## src/rtl/fetch_pkg.sv

```systemverilog
// Shared types and default widths for the instruction-fetch sequencer.
package fetch_pkg;

    localparam int unsigned InstAddrBus = 32;
    localparam int unsigned InstBus     = 32;
    localparam logic [InstAddrBus-1:0] DefResetAddr = '0;

    typedef enum logic [1:0] {
        StIdle,
        StFetch,
        StFull,
        StDrain
    } fetch_state_e;

endpackage

```

## src/rtl/fetch_ctrl_if.sv

```systemverilog
// Memory request/ack, redirect and decode-side valid/ready signals of the fetch stage.
interface fetch_ctrl_if
    import fetch_pkg::*;
#(
    parameter int unsigned ADDR_W = InstAddrBus,
    parameter int unsigned INST_W = InstBus
);
    logic              branch_true;
    logic [ADDR_W-1:0] new_addr;
    logic              imem_req;
    logic [ADDR_W-1:0] imem_addr;
    logic              imem_ack;
    logic [INST_W-1:0] imem_rdata;
    logic              if_valid;
    logic              if_ready;
    logic [ADDR_W-1:0] if_pc;
    logic [INST_W-1:0] if_inst;

    modport master (
        input  branch_true, new_addr, imem_ack, imem_rdata, if_ready,
        output imem_req, imem_addr, if_valid, if_pc, if_inst
    );

    modport slave (
        output branch_true, new_addr, imem_ack, imem_rdata, if_ready,
        input  imem_req, imem_addr, if_valid, if_pc, if_inst
    );
endinterface

```

## src/rtl/fetch_slot.sv

```systemverilog
// Output register toward decode: captures one fetched instruction, clears on flush/consume.
module fetch_slot
    import fetch_pkg::*;
#(
    parameter int unsigned ADDR_W = InstAddrBus,
    parameter int unsigned INST_W = InstBus
) (
    input  logic              clk,
    input  logic              rst,
    input  logic              capture_i,
    input  logic              clear_i,
    input  logic [ADDR_W-1:0] pc_i,
    input  logic [INST_W-1:0] inst_i,
    output logic              valid_o,
    output logic [ADDR_W-1:0] pc_o,
    output logic [INST_W-1:0] inst_o
);
    logic              valid_q, valid_d;
    logic [ADDR_W-1:0] pc_q, pc_d;
    logic [INST_W-1:0] inst_q, inst_d;

    // Holding is the default; clear only drops valid and leaves pc/inst as they were.
    always_comb begin
        valid_d = valid_q;
        pc_d    = pc_q;
        inst_d  = inst_q;
        if (capture_i) begin
            valid_d = 1'b1;
            pc_d    = pc_i;
            inst_d  = inst_i;
        end else if (clear_i) begin
            valid_d = 1'b0;
        end
    end

    always_ff @(posedge clk or posedge rst) begin
        if (rst) begin
            valid_q <= 1'b0;
            pc_q    <= '0;
            inst_q  <= '0;
        end else begin
            valid_q <= valid_d;
            pc_q    <= pc_d;
            inst_q  <= inst_d;
        end
    end

    assign valid_o = valid_q;
    assign pc_o    = pc_q;
    assign inst_o  = inst_q;
endmodule

```

## src/rtl/fetch_ctrl.sv

```systemverilog
// Fetch sequencer: owns the PC, runs the imem handshake and applies branch redirects.
module fetch_ctrl
    import fetch_pkg::*;
#(
    parameter int unsigned     ADDR_W     = InstAddrBus,
    parameter int unsigned     INST_W     = InstBus,
    parameter logic [ADDR_W-1:0] RESET_ADDR = DefResetAddr
) (
    input  logic clk,
    input  logic rst,
    fetch_ctrl_if.master bus_io
);
    fetch_state_e      state_q, state_d;
    logic [ADDR_W-1:0] pc_q, pc_d;
    logic [ADDR_W-1:0] tgt_q, tgt_d;
    logic              capture;
    logic              clear;

    always_comb begin
        state_d = state_q;
        pc_d    = pc_q;
        tgt_d   = tgt_q;
        capture = 1'b0;
        clear   = 1'b0;
        unique case (state_q)
            StIdle: begin
                state_d = StFetch;
                if (bus_io.branch_true) begin
                    clear = 1'b1;
                    pc_d  = bus_io.new_addr;
                end
            end
            StFetch: begin
                if (bus_io.branch_true) begin
                    clear = 1'b1;
                    if (bus_io.imem_ack) begin
                        pc_d = bus_io.new_addr;
                    end else begin
                        // Old address must stay on the bus until its ack arrives.
                        tgt_d   = bus_io.new_addr;
                        state_d = StDrain;
                    end
                end else if (bus_io.imem_ack) begin
                    capture = 1'b1;
                    pc_d    = pc_q + ADDR_W'(1);
                    state_d = StFull;
                end
            end
            StFull: begin
                if (bus_io.branch_true) begin
                    clear   = 1'b1;
                    pc_d    = bus_io.new_addr;
                    state_d = StFetch;
                end else if (bus_io.if_ready) begin
                    clear   = 1'b1;
                    state_d = StFetch;
                end
            end
            StDrain: begin
                if (bus_io.branch_true) begin
                    clear = 1'b1;
                    if (bus_io.imem_ack) begin
                        pc_d    = bus_io.new_addr;
                        state_d = StFetch;
                    end else begin
                        tgt_d = bus_io.new_addr;
                    end
                end else if (bus_io.imem_ack) begin
                    pc_d    = tgt_q;
                    state_d = StFetch;
                end
            end
            default: state_d = StIdle;
        endcase
    end

    always_ff @(posedge clk or posedge rst) begin
        if (rst) begin
            state_q <= StIdle;
            pc_q    <= RESET_ADDR;
            tgt_q   <= '0;
        end else begin
            state_q <= state_d;
            pc_q    <= pc_d;
            tgt_q   <= tgt_d;
        end
    end

    assign bus_io.imem_req  = (state_q == StFetch) || (state_q == StDrain);
    assign bus_io.imem_addr = pc_q;

    fetch_slot #(
        .ADDR_W(ADDR_W),
        .INST_W(INST_W)
    ) u_slot (
        .clk      (clk),
        .rst      (rst),
        .capture_i(capture),
        .clear_i  (clear),
        .pc_i     (pc_q),
        .inst_i   (bus_io.imem_rdata),
        .valid_o  (bus_io.if_valid),
        .pc_o     (bus_io.if_pc),
        .inst_o   (bus_io.if_inst)
    );
endmodule

```

## src/flat_wrapper.sv

```systemverilog
// flat-port wrapper written by rule: the top's interface ports become plain ports
module fetch_ctrl_flat import fetch_pkg::*;
#(
    parameter int unsigned     ADDR_W     = InstAddrBus,
    parameter int unsigned     INST_W     = InstBus,
    parameter logic [ADDR_W-1:0] RESET_ADDR = DefResetAddr
)
  (clk, rst, bus_io_branch_true, bus_io_new_addr, bus_io_imem_ack, bus_io_imem_rdata, bus_io_if_ready, bus_io_imem_req, bus_io_imem_addr, bus_io_if_valid, bus_io_if_pc, bus_io_if_inst);
  fetch_ctrl_if #(.ADDR_W(ADDR_W), .INST_W(INST_W)) bus_io_i ();
  input  logic clk;
  input  logic rst;
  input wire logic [$bits(bus_io_i.branch_true)-1:0] bus_io_branch_true;
  input wire logic [$bits(bus_io_i.new_addr)-1:0] bus_io_new_addr;
  input wire logic [$bits(bus_io_i.imem_ack)-1:0] bus_io_imem_ack;
  input wire logic [$bits(bus_io_i.imem_rdata)-1:0] bus_io_imem_rdata;
  input wire logic [$bits(bus_io_i.if_ready)-1:0] bus_io_if_ready;
  output wire logic [$bits(bus_io_i.imem_req)-1:0] bus_io_imem_req;
  output wire logic [$bits(bus_io_i.imem_addr)-1:0] bus_io_imem_addr;
  output wire logic [$bits(bus_io_i.if_valid)-1:0] bus_io_if_valid;
  output wire logic [$bits(bus_io_i.if_pc)-1:0] bus_io_if_pc;
  output wire logic [$bits(bus_io_i.if_inst)-1:0] bus_io_if_inst;
  assign bus_io_i.branch_true = bus_io_branch_true;
  assign bus_io_i.new_addr = bus_io_new_addr;
  assign bus_io_i.imem_ack = bus_io_imem_ack;
  assign bus_io_i.imem_rdata = bus_io_imem_rdata;
  assign bus_io_i.if_ready = bus_io_if_ready;
  assign bus_io_imem_req = bus_io_i.imem_req;
  assign bus_io_imem_addr = bus_io_i.imem_addr;
  assign bus_io_if_valid = bus_io_i.if_valid;
  assign bus_io_if_pc = bus_io_i.if_pc;
  assign bus_io_if_inst = bus_io_i.if_inst;
  fetch_ctrl #(.ADDR_W(ADDR_W), .INST_W(INST_W), .RESET_ADDR(RESET_ADDR)) u_core (.clk(clk), .rst(rst), .bus_io(bus_io_i));
endmodule
```

## config.mk

```make
export PLATFORM = sky130hd
export DESIGN_NAME = fetch_ctrl_flat
export DESIGN_NICKNAME = d
export VERILOG_FILES = /design/src/rtl/fetch_pkg.sv /design/src/rtl/fetch_ctrl_if.sv /design/src/rtl/fetch_slot.sv /design/src/rtl/fetch_ctrl.sv /design/src/flat_wrapper.sv
export SDC_FILE = /design/constraint.sdc
export NUM_CORES = 1
export LEC_CHECK = 0
export ABC_AREA = 1
export CAP_MARGIN = 20
export CORE_MARGIN = 2
export CORE_UTILIZATION = 45
export DETAILED_ROUTE_END_ITERATION = 8
export MAX_ROUTING_LAYER = met4
export PLACE_DENSITY = 0.74
export SYNTH_ARGS = -nofsm -noshare
export SYNTH_HDL_FRONTEND = slang
export SYNTH_SLANG_ARGS = --single-unit
export TNS_END_PERCENT = 30
```

## constraint.sdc

```tcl
create_clock -name clk -period 5.25 [get_ports clk]
set_clock_uncertainty 0.05 [all_clocks]
set_input_delay 0.7875 -clock clk [delete_from_list [all_inputs] [get_ports clk]]
set_output_delay 0.7875 -clock clk [all_outputs]
set_load 0.02 [all_outputs]
```

== Word level (Yosys, flattened, before mapping) ==
Index checks and enable logic that the tools add are counted.

* Logic and storage cells: 49
* Bits of input ports: 69
* Bits in registers: 131
* Output and inout port bits: 98

* Reduce and logical (&&, ||, !) cells: 9
* Add/sub/neg operators: 1
* Equal/unequal tests: 9
* Multiplexer cells: 23
* Bitwise logic cells: 1

{| class="wikitable"
|+ Operator list
! operator !! count
|-
| $mux 32 || 6
|-
| $pmux 32 s3 || 1
|-
| $add 32x1->32 const B || 1
|-
| $mux 2 || 6
|-
| $ne 3x3->1 const B || 4
|-
| $mux 1 || 8
|-
| $pmux 2 s4 || 1
|-
| $reduce_and 3->1 || 2
|-
| $eq 2x2->1 const B || 2
|-
| $reduce_and 4->1 || 1
|-
| $reduce_or 2->1 || 2
|-
| $reduce_or 3->1 || 1
|-
| $eq 2x1->1 const B || 1
|-
| $logic_not 2->1 || 1
|-
| $ne 2x1->1 const B || 1
|-
| $ne 2x2->1 const B || 1
|-
| $pmux 1 s2 || 1
|-
| $reduce_bool 2->1 || 1
|-
| $logic_or 1x1->1 || 1
|-
| $not 1->1 || 1
|}

== Longest topological paths before layout ==
Gate-level depths: netlist (run 1).

* Depth in word-level cells: 5
* Gate-level depth with buffers: 11
* Gate-level depth less buffers: 11

== Cells and area by module ==
Synthesis (run 1) repeated with hierarchy kept, for this count alone.

* Cells, all modules: 914
* Area total of the unflattened synthesis: 6,797.8 um^2

{| class="wikitable"
|+ By module, submodules not included
! module !! times used !! area each (um^2) !! sequential area each (um^2) !! cells each
|-
| fetch_ctrl || 1 || 4,276.6 || 1,651.6 || 638
|-
| fetch_slot || 1 || 2,521.2 || 1,626.6 || 276
|}

== Worst setup path after synthesis (run 1) ==
Ideal clock, no wire load.

* Path type: input-to-reg
* Start point: in bus_io_branch_true
* End point: reg u_core.pc_q[19] (netlist: u_core.bus_io.imem_addr[19])
* Setup time: 129 ps
* Data arrival time: 1,701 ps
* Path slack: 3,370 ps
* Cell stages on the path: 8
* Data required time: 5,071 ps
* Buffers on the path: 2
* Cells stage by stage: buf_4 -> nand2_2 -> inv_2 -> nor2_1 -> buf_2 -> o22ai_1 -> o21ai_0 -> o21ai_0

* Cells in the longest elaborated chain, start to end: 2
* Elaborated cells on any way between the ends: 7
* Those cells by class: eq/ne (3); mux (3); reduce/logical (1)

{| class="wikitable"
|+ Ends and longest elaborated chain
! element !! RTL line !! source
|-
| from (decl) || flat_wrapper.sv:12 || <nowiki>input wire logic [$bits(bus_io_i.branch_true)-1:0] bus_io_branch_true;</nowiki>
|-
| $ne 3x3->1 (no source line), or another cell as far along || n/a ||
|-
| $reduce_and 3->1 (no source line) or $pmux 32 s3 (tied branches) || n/a ||
|-
| to (signal assigned) || fetch_ctrl.sv:84 || <nowiki>pc_q <= pc_d;</nowiki>
|-
| to (decl) || fetch_ctrl.sv:14 || <nowiki>logic [ADDR_W-1:0] pc_q, pc_d;</nowiki>
|}

Parallel ways exist; a longest one is shown, timed or not.
A chain may end at the register's enable or synchronous reset.

== Worst setup path after layout (run 1) ==
* Start point: reg u_core.state_q[0]
* End point: reg u_core.u_slot.pc_q[28] (netlist: u_core.u_slot.pc_o[28])

* Cells in the longest elaborated chain, start to end: 2

{| class="wikitable"
|+ Ends and longest elaborated chain
! element !! RTL line !! source
|-
| from (decl) || fetch_ctrl.sv:13 || <nowiki>fetch_state_e state_q, state_d;</nowiki>
|-
| from (signal assigned) || fetch_ctrl.sv:79 || <nowiki>state_q <= StIdle;</nowiki>
|-
| from (signal assigned) || fetch_ctrl.sv:83 || <nowiki>state_q <= state_d;</nowiki>
|-
| $eq 2x1->1 || fetch_ctrl.sv:25 || <nowiki>unique case (state_q)</nowiki>
|-
| $mux 1 || fetch_ctrl.sv:25 ||
|-
| to (signal assigned) || fetch_slot.sv:43 || <nowiki>pc_q <= pc_d;</nowiki>
|-
| to (decl) || fetch_slot.sv:19 || <nowiki>logic [ADDR_W-1:0] pc_q, pc_d;</nowiki>
|}

Every way passes these cells.

==> impl_metrics.sql, run 1 <==
INSERT INTO impl_metrics (metric_group, metric, value, unit) VALUES
('synth', 'synth_top_cell_area_share', '50.1', '%'),
('timing', 'timing.slew.headroom', '44.7', '%'),
('synth', 'syn-mean-instance-area', '7.50', 'um2'),
('timing', 'final-setup-viol-count', '0', ''),
('timing', 'setup-tns-final', '0', 'ps'),
('power_and_ir_drop', 'switching_share', '39.4', '%'),
('critical_path', 'worst_ep_required_time', '5460', 'ps'),
('critical_path', 'critical_path_class', 'register to register', ''),
('floorplanning', 'coreArea', '14400', 'um2'),
('power_and_ir_drop', 'pwr_density_cell', '580', 'nW/um2'),
('cts', 'cts_max_level', '4', ''),
('power_and_ir_drop', 'combPwrFrac', '41.9', '%'),
('cts', 'tritoncts', 'yes', ''),
('flow_run', 'max-cap-violations', '0', ''),
('placed_design', 'gpl.final_weighted_congestion', '0.924', ''),
('global_route', 'first_pass_grt_wire_length', '30400', 'um'),
('floorplanning', 'die-area', '15500', 'um2'),
('synth', 'synthTopCellsByCount', '284 x sky130_fd_sc_hd__nand2_1, 131 x sky130_fd_sc_hd__dfrtp_1, 116 x sky130_fd_sc_hd__inv_1', ''),
('cts', 'cts.path.max_buffers', '2', ''),
('cts', 'post_cts_resize_count', '0', ''),
('power_and_ir_drop', 'clock_power_share', '23.6', '%'),
('cts', 'postCtsHoldBufs', '0', ''),
('timing', 'max_slew_violation_total_from_the_final_report', '0', ''),
('cts', 'number_of_buffers_created_by_cts', '17', ''),
('critical_path', 'worstPathArrival', '3300', 'ps'),
('route', 'num_vias', '6278', ''),
('synth', 'synth_async_sr_flop_share', '100', '%'),
('global_route', 'track_usage', '24.7', '%'),
('global_route', 'top_usage_layer', 'met2', ''),
('floorplanning', 'io-pin-count', '167', ''),
('synth', 'share_of_the_yosys_chip_area_belonging_to_registers', '50.1', '%'),
('route', 'detail_route.wirelength', '17900', 'um'),
('route', 'avgViaCountPerCell', '5.14', ''),
('placed_design', 'placed_area', '8300', 'um2'),
('global_route', 'gr_ovfl_total', '0', ''),
('floorplanning', 'horizontal_die_dimension', '125', 'um'),
('run_status', 'run_status', 'finished, final reports clean', ''),
('power_and_ir_drop', 'p_switching', '2.03', 'mW'),
('global_route', 'grt_max_degree', '72', ''),
('placed_design', 'buffer_ports.inserted', '166', ''),
('global_route', 'grtUsageMet3', '5.11', '%'),
('cells_and_area', 'post_route_cells_drive_above_1_share', '5.88', '%'),
('global_route', 'via_count_of_the_first_global_routing_pass', '6135', ''),
('synth', 'synth_ff_type', 'sky130_fd_sc_hd__dfrtp_1', ''),
('timing', 'hold_viol', '0', ''),
('cts', 'clock_insertion_delay_worst_skew', '420', 'ps'),
('global_route', 'antenna_violations_before_repair', '0', ''),
('timing', 'post-route-period-util', '58.8', '%'),
('route', 'ant_nets', '0', ''),
('synth', 'netlist_area', '6540', 'um2'),
('synth', 'ys_ff_latch', '131', ''),
('cts', 'clkSinkCount', '131', ''),
('critical_path', 'worst_setup_path_start_kind', 'register', ''),
('synth', 'netlist_top_cells_area', 'sky130_fd_sc_hd__dfrtp_1 50%, sky130_fd_sc_hd__nand2_1 16%, sky130_fd_sc_hd__inv_1 6.7%', ''),
('synth', 'netlist-cell-type-count', '28', ''),
('cells_and_area', 'post-route-cell-area', '8910', 'um2'),
('route', 'post-route-drc-count', '0', ''),
('critical_path', 'critPathCaptureType', 'register', ''),
('global_route', 'grt.met1_usage', '32.9', '%'),
('cells_and_area', 'layout.filler_cells', '1274', ''),
('cts', 'cts_root_buffer', 'sky130_fd_sc_hd__clkbuf_16', ''),
('timing', 'worst_margin_slew', '829', 'ps'),
('power_and_ir_drop', 'power.sequential.fraction', '34.5', '%'),
('synth', 'post-synth-top-area-cell', 'sky130_fd_sc_hd__dfrtp_1', ''),
('cells_and_area', 'number_of_antenna_cells_inserted', '0', ''),
('timing', 'setup_repair_after_global_routing_missed_its_margin', 'no', ''),
('power_and_ir_drop', 'leak_pwr', '4.18', 'nW'),
('timing', 'fmax', '324', 'MHz'),
('cts', 'post_cts_buffers', '0', ''),
('synth', 'yosysWarningCount', '0', ''),
('critical_path', 'worst-path-max-fanout', '71', '');
==> cell usage in the layout (no fill, tap or decap), types with 4 or more instances in the layout <==
cell and n:
sky130_fd_sc_hd__o211ai_1 13, sky130_fd_sc_hd__nor3_1 18, sky130_fd_sc_hd__buf_4 5, sky130_fd_sc_hd__inv_1 115
sky130_fd_sc_hd__dfrtp_1 131, sky130_fd_sc_hd__nand3_1 32, sky130_fd_sc_hd__o21ai_1 37, sky130_fd_sc_hd__o22ai_1 32
sky130_fd_sc_hd__clkinv_2 4, sky130_fd_sc_hd__o21ai_0 53, sky130_fd_sc_hd__nor2_2 7, sky130_fd_sc_hd__a21oi_1 22
sky130_fd_sc_hd__clkdlybuf4s50_1 166, sky130_fd_sc_hd__clkbuf_16 17, sky130_fd_sc_hd__inv_2 6, sky130_fd_sc_hd__nor2_1 62
sky130_fd_sc_hd__nand2_2 4, sky130_fd_sc_hd__nand2_1 284
==> cell type report <==
cell class / instances / area [um2] / area share (%)
Multi-Input combinational cell: 581 / 2630 / 29.5
Clock buffer: 19 / 453 / 5.08
Tap cell: 184 / 230 / 2.58
Inverter: 122 / 460 / 5.17
Timing Repair Buffer: 171 / 1700 / 19.1
Clock inverter: 13 / 159 / 1.78
Sequential cell: 131 / 3280 / 36.8
==> sequential cells by signal, summed over array words and instances (netlist names) <==
| register | count |
|---|---|
| u_core.u_slot.pc_o | 32 |
| u_core.bus_io.imem_addr | 32 |
| u_core.state_q | 2 |
| u_core.u_slot.valid_o | 1 |
| u_core.u_slot.inst_o | 32 |
| u_core.tgt_q | 32 |
==> layer usage <==
metal  vias to the layer above  wire length, um  part of all wire [%]
met1                      2935             8070                    45
met3                        38             1120                   6.3
met5                         -                0                     0
li1                       3090                -                     -
met2                       215             8230                    46
met4                         0              437                   2.4
==> path summary, 6_finish.rpt <==
kind                                                           start                                   end  slack, ps  cells past startpoint
worst max-delay path                   u_core.state_q[0]$_DFFE_PP0P_    u_core.u_slot.pc_o[28]$_DFFE_PP0P_       2170                      6
worst min-delay path            u_core.u_slot.inst_o[27]$_DFFE_PP0P_  u_core.u_slot.inst_o[27]$_DFFE_PP0P_        430                      2
worst max register to register         u_core.state_q[0]$_DFFE_PP0P_    u_core.u_slot.pc_o[28]$_DFFE_PP0P_       2170                      6
worst min register to register  u_core.u_slot.inst_o[27]$_DFFE_PP0P_  u_core.u_slot.inst_o[27]$_DFFE_PP0P_        430                      2
max in group asynchronous                                        rst   u_core.u_slot.inst_o[9]$_DFFE_PP0P_       3220                      3
min in group asynchronous                                        rst  u_core.u_slot.inst_o[14]$_DFFE_PP0P_        780                      2
==> kinds of logic after synthesis <==
| group | count (synthesis) | share of synthesized area, % |
|---|---|---|
| AND/OR/NAND/NOR | 414 | 25.7 |
| AO/OA/AOI/OAI | 166 | 14.2 |
| flip-flops | 131 | 50.1 |
| buffers and inverters | 160 | 9.79 |
| adder cells (fa/ha/maj) | 1 | 0.191 |
==> power by group through the flow <==
stage	Combinational [mW]	Clock [mW]	Sequential, mW
2_1_floorplan	0.787	0	2.13
3_3_place_gp	2.13	0	1.78
3_5_place_dp	2.17	0	1.78
4_1_cts	2.18	1.23	1.78
5_1_grt	2.36	1.27	1.84
6_report	2.16	1.22	1.78
==> per-stage QoR <==
stage / hold WS, ps / setup slack, ps / std cells / utilization (%)
global placement: 412 / 1920 / 1189 / 57.7
finish: 434 / 2170 / 1221 / 62.0
CTS: 434 / 2200 / 1221 / 62.0
global route: 447 / 1870 / 1221 / 62.0
floorplan: 403 / 915 / 872 / -
detailed placement: 418 / 1820 / 1189 / 57.7
==> critical path: stages (launching register included) <==
cell,delay (ps)
sky130_fd_sc_hd__dfrtp_1,860
sky130_fd_sc_hd__nand2_1,230
sky130_fd_sc_hd__nor2_4,670
sky130_fd_sc_hd__nand2_4,350
sky130_fd_sc_hd__buf_4,420
sky130_fd_sc_hd__nand2_1,130
sky130_fd_sc_hd__o21ai_0,100
No activity file was read; power rests on OpenSTA's default activity.
==> run 2, diff against run 1 <==
--- a/config.mk
+++ b/config.mk
@@ -11,7 +11,7 @@
 export CORE_UTILIZATION = 45
 export DETAILED_ROUTE_END_ITERATION = 8
 export MAX_ROUTING_LAYER = met4
-export PLACE_DENSITY = 0.74
+export PLACE_DENSITY = 0.77
 export SYNTH_ARGS = -nofsm -noshare
 export SYNTH_HDL_FRONTEND = slang
 export SYNTH_SLANG_ARGS = --single-unit
==> constraint.sdc (replaced) <==
create_clock -name clk -period 2.6 [get_ports clk]
set_clock_uncertainty 0.05 [all_clocks]
set_input_delay 0.39 -clock clk [delete_from_list [all_inputs] [get_ports clk]]
set_output_delay 0.39 -clock clk [all_outputs]
set_load 0.02 [all_outputs]
==> run 2 against run 1 <==
First-iteration DRC count fell by 1.2%. Sequential power rose by 100%. Sequential share of layout area fell by 0.48 points. Critical endpoint is now bus_io_imem_req.
==> impl_metrics.sql, run 2 (synthesis gave the netlist of run 1 again) <==
INSERT INTO impl_metrics (metric_group, metric, value, unit) VALUES
('cts', 'post_cts_resize_count', '0', ''),
('hold_path', 'hold_path_class', 'register to register', ''),
('cts', 'cts_max_level', '4', ''),
('cts', 'tritoncts', 'yes', ''),
('critical_path', 'critical_path_class', 'register to primary output', ''),
('cts', 'postCtsHoldBufs', '0', ''),
('floorplanning', 'io-pin-count', '167', ''),
('floorplanning', 'floorplan.initialDensity', '45.5', '%'),
('critical_path', 'crit_slowest_cell', 'sky130_fd_sc_hd__clkdlybuf4s50_1', ''),
('critical_path', 'worst_ep_required_time', '2160', 'ps'),
('placed_design', 'buffer_ports.inserted', '166', ''),
('flow_run', 'max-cap-violations', '0', ''),
('cts', 'number_of_buffers_created_by_cts', '17', ''),
('cts', 'post_cts_buffers', '0', ''),
('route', 'detail_route.wirelength', '18800', 'um'),
('cts', 'clkSinkCount', '131', ''),
('floorplanning', 'die-area', '15500', 'um2'),
('global_route', 'first_pass_grt_wire_length', '31100', 'um'),
('route', 'post-route-drc-count', '0', ''),
('critical_path', 'worst-path-max-fanout', '21', ''),
('route', 'routedWlPerCell', '15.3', 'um'),
('route', 'num_vias', '6399', ''),
('timing', 'setup_repair_after_global_routing_missed_its_margin', 'no', ''),
('critical_path', 'critPathCaptureType', 'primary output', ''),
('global_route', 'antenna_violations_before_repair', '0', ''),
('placed_design', 'dpl.hpwl', '13100', 'um'),
('power_and_ir_drop', 'pwr_density_cell', '1170', 'nW/um2'),
('cells_and_area', 'layout_area_overhead', '38.0', '%'),
('cells_and_area', 'design.final.nets', '1103', ''),
('floorplanning', 'floorplan.rows', '44', ''),
('run_status', 'run_status', 'finished, final reports clean', ''),
('floorplanning', 'horizontal_die_dimension', '125', 'um'),
('critical_path', 'worstPathArrival', '1750', 'ps'),
('cells_and_area', 'post_route_cells_drive_above_1_share', '6.60', '%'),
('timing', 'timing.slew.headroom', '51.6', '%'),
('power_and_ir_drop', 'leak_pwr', '4.24', 'nW'),
('route', 'ant_nets', '0', ''),
('floorplanning', 'die-height', '125', 'um'),
('cells_and_area', 'layout_commonest_cell', 'sky130_fd_sc_hd__nand2_1', ''),
('timing', 'fmax', '456', 'MHz'),
('critical_path', 'slowest_delay', '670', 'ps'),
('timing', 'hold_viol', '0', ''),
('route', 'dr.pass1.iters', '5', ''),
('placed_design', 'gpl.final_weighted_congestion', '0.978', ''),
('timing', 'max_slew_violation_total_from_the_final_report', '0', ''),
('critical_path', 'worst_setup_path_start_kind', 'register', ''),
('power_and_ir_drop', 'worst_ir_drop_vdd', '0.854', 'mV'),
('cells_and_area', 'number_of_antenna_cells_inserted', '0', ''),
('timing', 'final-setup-viol-count', '0', ''),
('critical_path', 'internal_reg_to_reg_setup_slack', '560', 'ps'),
('hold_path', 'min-delay-start', 'u_core.u_slot.inst_o[1]$_DFFE_PP0P_', ''),
('timing', 'worst_margin_slew', '726', 'ps'),
('global_route', 'gr_ovfl_total', '0', ''),
('timing', 'setup-tns-final', '0', 'ps'),
('critical_path', 'crit-reg2reg-launch', 'u_core.bus_io.imem_addr[0]$_DFFE_PP0P_', ''),
('global_route', 'grt_max_degree', '132', ''),
('timing', 'period_needed', '2190', 'ps'),
('route', 'first_iter_violations', '593', ''),
('cts', 'worst_setup_hold_path_clk_slew', '50', 'ps'),
('global_route', 'via_count_of_the_first_global_routing_pass', '6279', ''),
('timing', 'post-route-period-util', '84.3', '%'),
('cts', 'cts_root_buffer', 'sky130_fd_sc_hd__clkbuf_16', ''),
('cts', 'clock_insertion_delay_worst_skew', '430', 'ps'),
('critical_path', 'crit_path_cell_trace', 'buf_4, clkdlybuf4s50_1', ''),
('cells_and_area', 'mostFrequentLayoutCells', '284 x sky130_fd_sc_hd__nand2_1, 166 x sky130_fd_sc_hd__clkdlybuf4s50_1, 131 x sky130_fd_sc_hd__dfrtp_1, 115 x sky130_fd_sc_hd__inv_1, 62 x sky130_fd_sc_hd__nor2_1', ''),
('route', 'avgViaCountPerCell', '5.20', ''),
('critical_path', 'worst_setup_path_startpoint', 'u_core.state_q[0]$_DFFE_PP0P_', ''),
('global_route', 'track_usage', '25.7', '%'),
('floorplanning', 'coreArea', '14400', 'um2'),
('cts', 'cts.path.max_buffers', '2', ''),
('power_and_ir_drop', 'post-layout-total-power', '10.6', 'mW');
-- run 2: final cells by class --
type / count / area [um2]
clock buffers: 23 / 498
well taps: 184 / 230
multi-input cells: 581 / 2630
inverters: 122 / 462
repair buffers: 180 / 1800
fillers: 1256 / 5340
clock inverters: 9 / 125
flip-flops and latches: 131 / 3280
-- run 2: metrics by stage --
| stage | worst slack (ps) | instance area, um2 | instances | utilization, % | hold slack, ps |
|---|---|---|---|---|---|
| 3_3_place_gp | 313 | 8400 | 1198 | 58.5 | 412 |
| 4_1_cts | 402 | 9030 | 1230 | 62.8 | 431 |
| 3_5_place_dp | 303 | 8400 | 1198 | 58.5 | 414 |
| 6_report | 409 | 9030 | 1230 | 62.8 | 427 |
| 5_1_grt | 330 | 9030 | 1230 | 62.8 | 448 |
| 2_1_floorplan | 537 | 6550 | 872 | - | 403 |
-- run 2: where the power goes --
group	internal (mW)	switching [mW]
Clock	1.63	0.876
Sequential	2.86	0.700
Combinational	1.96	2.53
-- run 2: routing by layer --
layer  share of wire [%]  routed length, um  vias to the layer above  global-route usage [%]
met3                 6.3               1180                       40                    6.06
met2                  47               8730                      247                    38.7
li1                    -                  -                     3100                       -
met1                  45               8420                     3012                    33.6
met5                   0                  0                        -                       -
met4                 2.3                434                        0                    10.2
-- run 2: final timing paths --
path	to	cells past startpoint
max	bus_io_imem_req	2
min	u_core.u_slot.inst_o[1]$_DFFE_PP0P_	2
max reg2reg	u_core.bus_io.imem_addr[14]$_DFFE_PP0P_	8
min reg2reg	u_core.u_slot.inst_o[1]$_DFFE_PP0P_	2
max in group asynchronous	u_core.u_slot.pc_o[29]$_DFFE_PP0P_	3
min in group asynchronous	u_core.u_slot.pc_o[26]$_DFFE_PP0P_	3
-- run 2: worst max-delay path: cells and delay by family (launching register included) --
kind | cells | cell delay (ps)
buf+inv | 2 | 950
flops | 1 | 370
==> run 3, diff against run 2 <==
==> constraint.sdc (replaced) <==
create_clock -name clk -period 2 [get_ports clk]
set_clock_uncertainty 0.05 [all_clocks]
set_input_delay 0.3 -clock clk [delete_from_list [all_inputs] [get_ports clk]]
set_output_delay 0.3 -clock clk [all_outputs]
set_load 0.02 [all_outputs]
==> run 3 against run 2 <==
Critical path depth down 1. Total power up 33%. Largest cell class unchanged. Cell area up 2.4%.
==> impl_metrics.sql, run 3 (synthesis gave the netlist of run 1 again) <==
INSERT INTO impl_metrics (metric_group, metric, value, unit) VALUES
('global_route', 'track_usage', '25.7', '%'),
('floorplanning', 'die-height', '125', 'um'),
('global_route', 'via_count_of_the_first_global_routing_pass', '6297', ''),
('placed_design', 'gpl.final_weighted_congestion', '0.942', ''),
('power_and_ir_drop', 'power.sequential.fraction', '32.9', '%'),
('power_and_ir_drop', 'p_switching', '5.35', 'mW'),
('power_and_ir_drop', 'pwr_density_cell', '1510', 'nW/um2'),
('timing', 'period_needed', '1930', 'ps'),
('power_and_ir_drop', 'clock_power_share', '24.5', '%'),
('route', 'post-route-drc-count', '0', ''),
('critical_path', 'worst-path-max-fanout', '10', ''),
('critical_path', 'internal_reg_to_reg_setup_slack', '160', 'ps'),
('timing', 'post-route-period-util', '96.4', '%'),
('timing', 'fmax', '519', 'MHz'),
('power_and_ir_drop', 'post-layout-total-power', '14.0', 'mW'),
('power_and_ir_drop', 'combPwrFrac', '42.6', '%'),
('route', 'ant_nets', '0', ''),
('cts', 'number_of_buffers_created_by_cts', '17', ''),
('floorplanning', 'coreArea', '14400', 'um2'),
('floorplanning', 'floorplan.initialDensity', '45.5', '%'),
('cells_and_area', 'layout_area_overhead', '41.2', '%'),
('critical_path', 'crit-reg2reg-launch', 'u_core.bus_io.imem_addr[1]$_DFFE_PP0P_', ''),
('critical_path', 'crit_path_cell_trace', 'clkdlybuf4s50_1', ''),
('cts', 'cts.path.max_buffers', '2', ''),
('critical_path', 'worst_ep_required_time', '1650', 'ps'),
('floorplanning', 'die-area', '15500', 'um2'),
('cells_and_area', 'layout_commonest_cell', 'sky130_fd_sc_hd__nand2_1', ''),
('timing', 'setup-tns-final', '0', 'ps'),
('route', 'first_iter_violations', '560', ''),
('cells_and_area', 'post_layout_nonfiller_instances', '1249', ''),
('timing', 'worst_margin_slew', '509', 'ps'),
('cts', 'tritoncts', 'yes', ''),
('global_route', 'first_pass_grt_wire_length', '31100', 'um'),
('cts', 'post_cts_buffers', '0', ''),
('route', 'routedWlPerCell', '15.1', 'um'),
('critical_path', 'worst_setup_path_startpoint', 'u_core.state_q[0]$_DFFE_PP0P_', ''),
('critical_path', 'timing.reg2reg.worst_path_depth', '10', ''),
('power_and_ir_drop', 'power.internal', '8.64', 'mW'),
('cells_and_area', 'post_route_cells_drive_above_1_share', '8.36', '%'),
('cts', 'post_cts_resize_count', '1', ''),
('timing', 'final-setup-viol-count', '0', ''),
('cells_and_area', 'layout.filler_cells', '1225', ''),
('critical_path', 'critical_path_class', 'register to primary output', ''),
('floorplanning', 'horizontal_die_dimension', '125', 'um'),
('critical_path', 'critPathCaptureType', 'primary output', ''),
('cells_and_area', 'design.final.nets', '1122', ''),
('global_route', 'gr_ovfl_total', '0', ''),
('timing', 'setup_repair_after_global_routing_missed_its_margin', 'no', ''),
('route', 'dr.pass1.iters', '5', ''),
('critical_path', 'crit_slowest_cell', 'sky130_fd_sc_hd__clkdlybuf4s50_1', ''),
('route', 'detail_route.wirelength', '18800', 'um'),
('critical_path', 'worstPathArrival', '1580', 'ps'),
('route', 'avgViaCountPerCell', '5.12', ''),
('cts', 'postCtsHoldBufs', '0', ''),
('placed_design', 'place_inst', '1217', ''),
('flow_run', 'max-cap-violations', '0', ''),
('critical_path', 'cp_top_family', 'buffers and inverters', ''),
('cts', 'cts_max_level', '4', ''),
('run_status', 'run_status', 'finished, final reports clean', ''),
('timing', 'timing.slew.headroom', '66.1', '%'),
('timing', 'hold_viol', '0', ''),
('cells_and_area', 'number_of_antenna_cells_inserted', '0', ''),
('hold_path', 'hold_path_class', 'input port to async pin', ''),
('power_and_ir_drop', 'leak_pwr', '4.36', 'nW'),
('global_route', 'grt_max_degree', '94', ''),
('timing', 'max_slew_violation_total_from_the_final_report', '0', ''),
('critical_path', 'worst_setup_path_start_kind', 'register', ''),
('global_route', 'antenna_violations_before_repair', '0', ''),
('power_and_ir_drop', 'switching_share', '38.2', '%'),
('cts', 'clkSinkCount', '131', ''),
('placed_design', 'buffer_ports.inserted', '166', ''),
('critical_path', 'slowest_delay', '670', 'ps'),
('cells_and_area', 'mostFrequentLayoutCells', '284 x sky130_fd_sc_hd__nand2_1, 166 x sky130_fd_sc_hd__clkdlybuf4s50_1, 130 x sky130_fd_sc_hd__dfrtp_1, 115 x sky130_fd_sc_hd__inv_1, 62 x sky130_fd_sc_hd__nor2_1', ''),
('floorplanning', 'floorplan.rows', '44', ''),
('route', 'num_vias', '6392', ''),
('cts', 'cts_root_buffer', 'sky130_fd_sc_hd__clkbuf_16', ''),
('cts', 'worst_setup_hold_path_clk_slew', '60', 'ps'),
('floorplanning', 'io-pin-count', '167', ''),
('power_and_ir_drop', 'worst_ir_drop_vdd', '0.986', 'mV'),
('placed_design', 'dpl.hpwl', '13500', 'um'),
('critical_path', 'reg2reg_to', 'u_core.bus_io.imem_addr[30]$_DFFE_PP0P_', ''),
('critical_path', 'crit_buf_inv', '1', ''),
('cts', 'clock_insertion_delay_worst_skew', '430', 'ps');
[run 3: stage by stage]
| step | cell area, um2 | utilization (%) | setup slack, ps | hold WS, ps |
|---|---|---|---|---|
| finish | 9240 | 64.3 | 72.6 | 315 |
| global route | 9240 | 64.3 | 15.8 | 354 |
| CTS | 9240 | 64.3 | 66.9 | 340 |
| detailed placement | 8580 | 59.7 | 54.4 | 415 |
| global placement | 8580 | 59.7 | 82.8 | 411 |
| floorplan | 6550 | - | 26.8 | 360 |
[run 3: cell type report]
cell class              instances  area (um2)  area share, %
well taps                     184         230           2.49
flip-flops and latches        131        3280           35.5
multi-input cells             581        2630           28.5
clock inverters                 8         145           1.57
inverters                     122         462           5.00
clock buffers                  24         512           5.54
repair buffers                199        1980           21.5
[run 3: worst max path at each step]
stage / end / slack [ps] / cells after the start
floorplan: u_core.bus_io.imem_addr[0]$_DFFE_PP0P_ / 30 / 1
global placement: u_core.bus_io.imem_addr[24]$_DFFE_PP0P_ / 80 / 9
detailed placement: u_core.bus_io.imem_addr[26]$_DFFE_PP0P_ / 50 / 8
CTS: bus_io_imem_req / 70 / 1
global route: u_core.bus_io.imem_addr[30]$_DFFE_PP0P_ / 20 / 10
finish: bus_io_imem_req / 70 / 1
[run 3: routing by layer]
metal,share of wire (%),global-route usage [%]
met5,0,-
met4,2.8,9.85
met3,6.3,5.24
met2,47,39.9
met1,44,33.4
[run 3: power by group through the flow]
| stage | sequential (mW) | clock [mW] | combinational (mW) |
|---|---|---|---|
| floorplan | 5.60 | 0 | 2.07 |
| global placement | 4.59 | 0 | 5.84 |
| detailed placement | 4.61 | 0 | 5.96 |
| CTS | 4.60 | 3.46 | 5.99 |
| global route | 4.76 | 3.57 | 6.47 |
| finish | 4.61 | 3.43 | 5.96 |
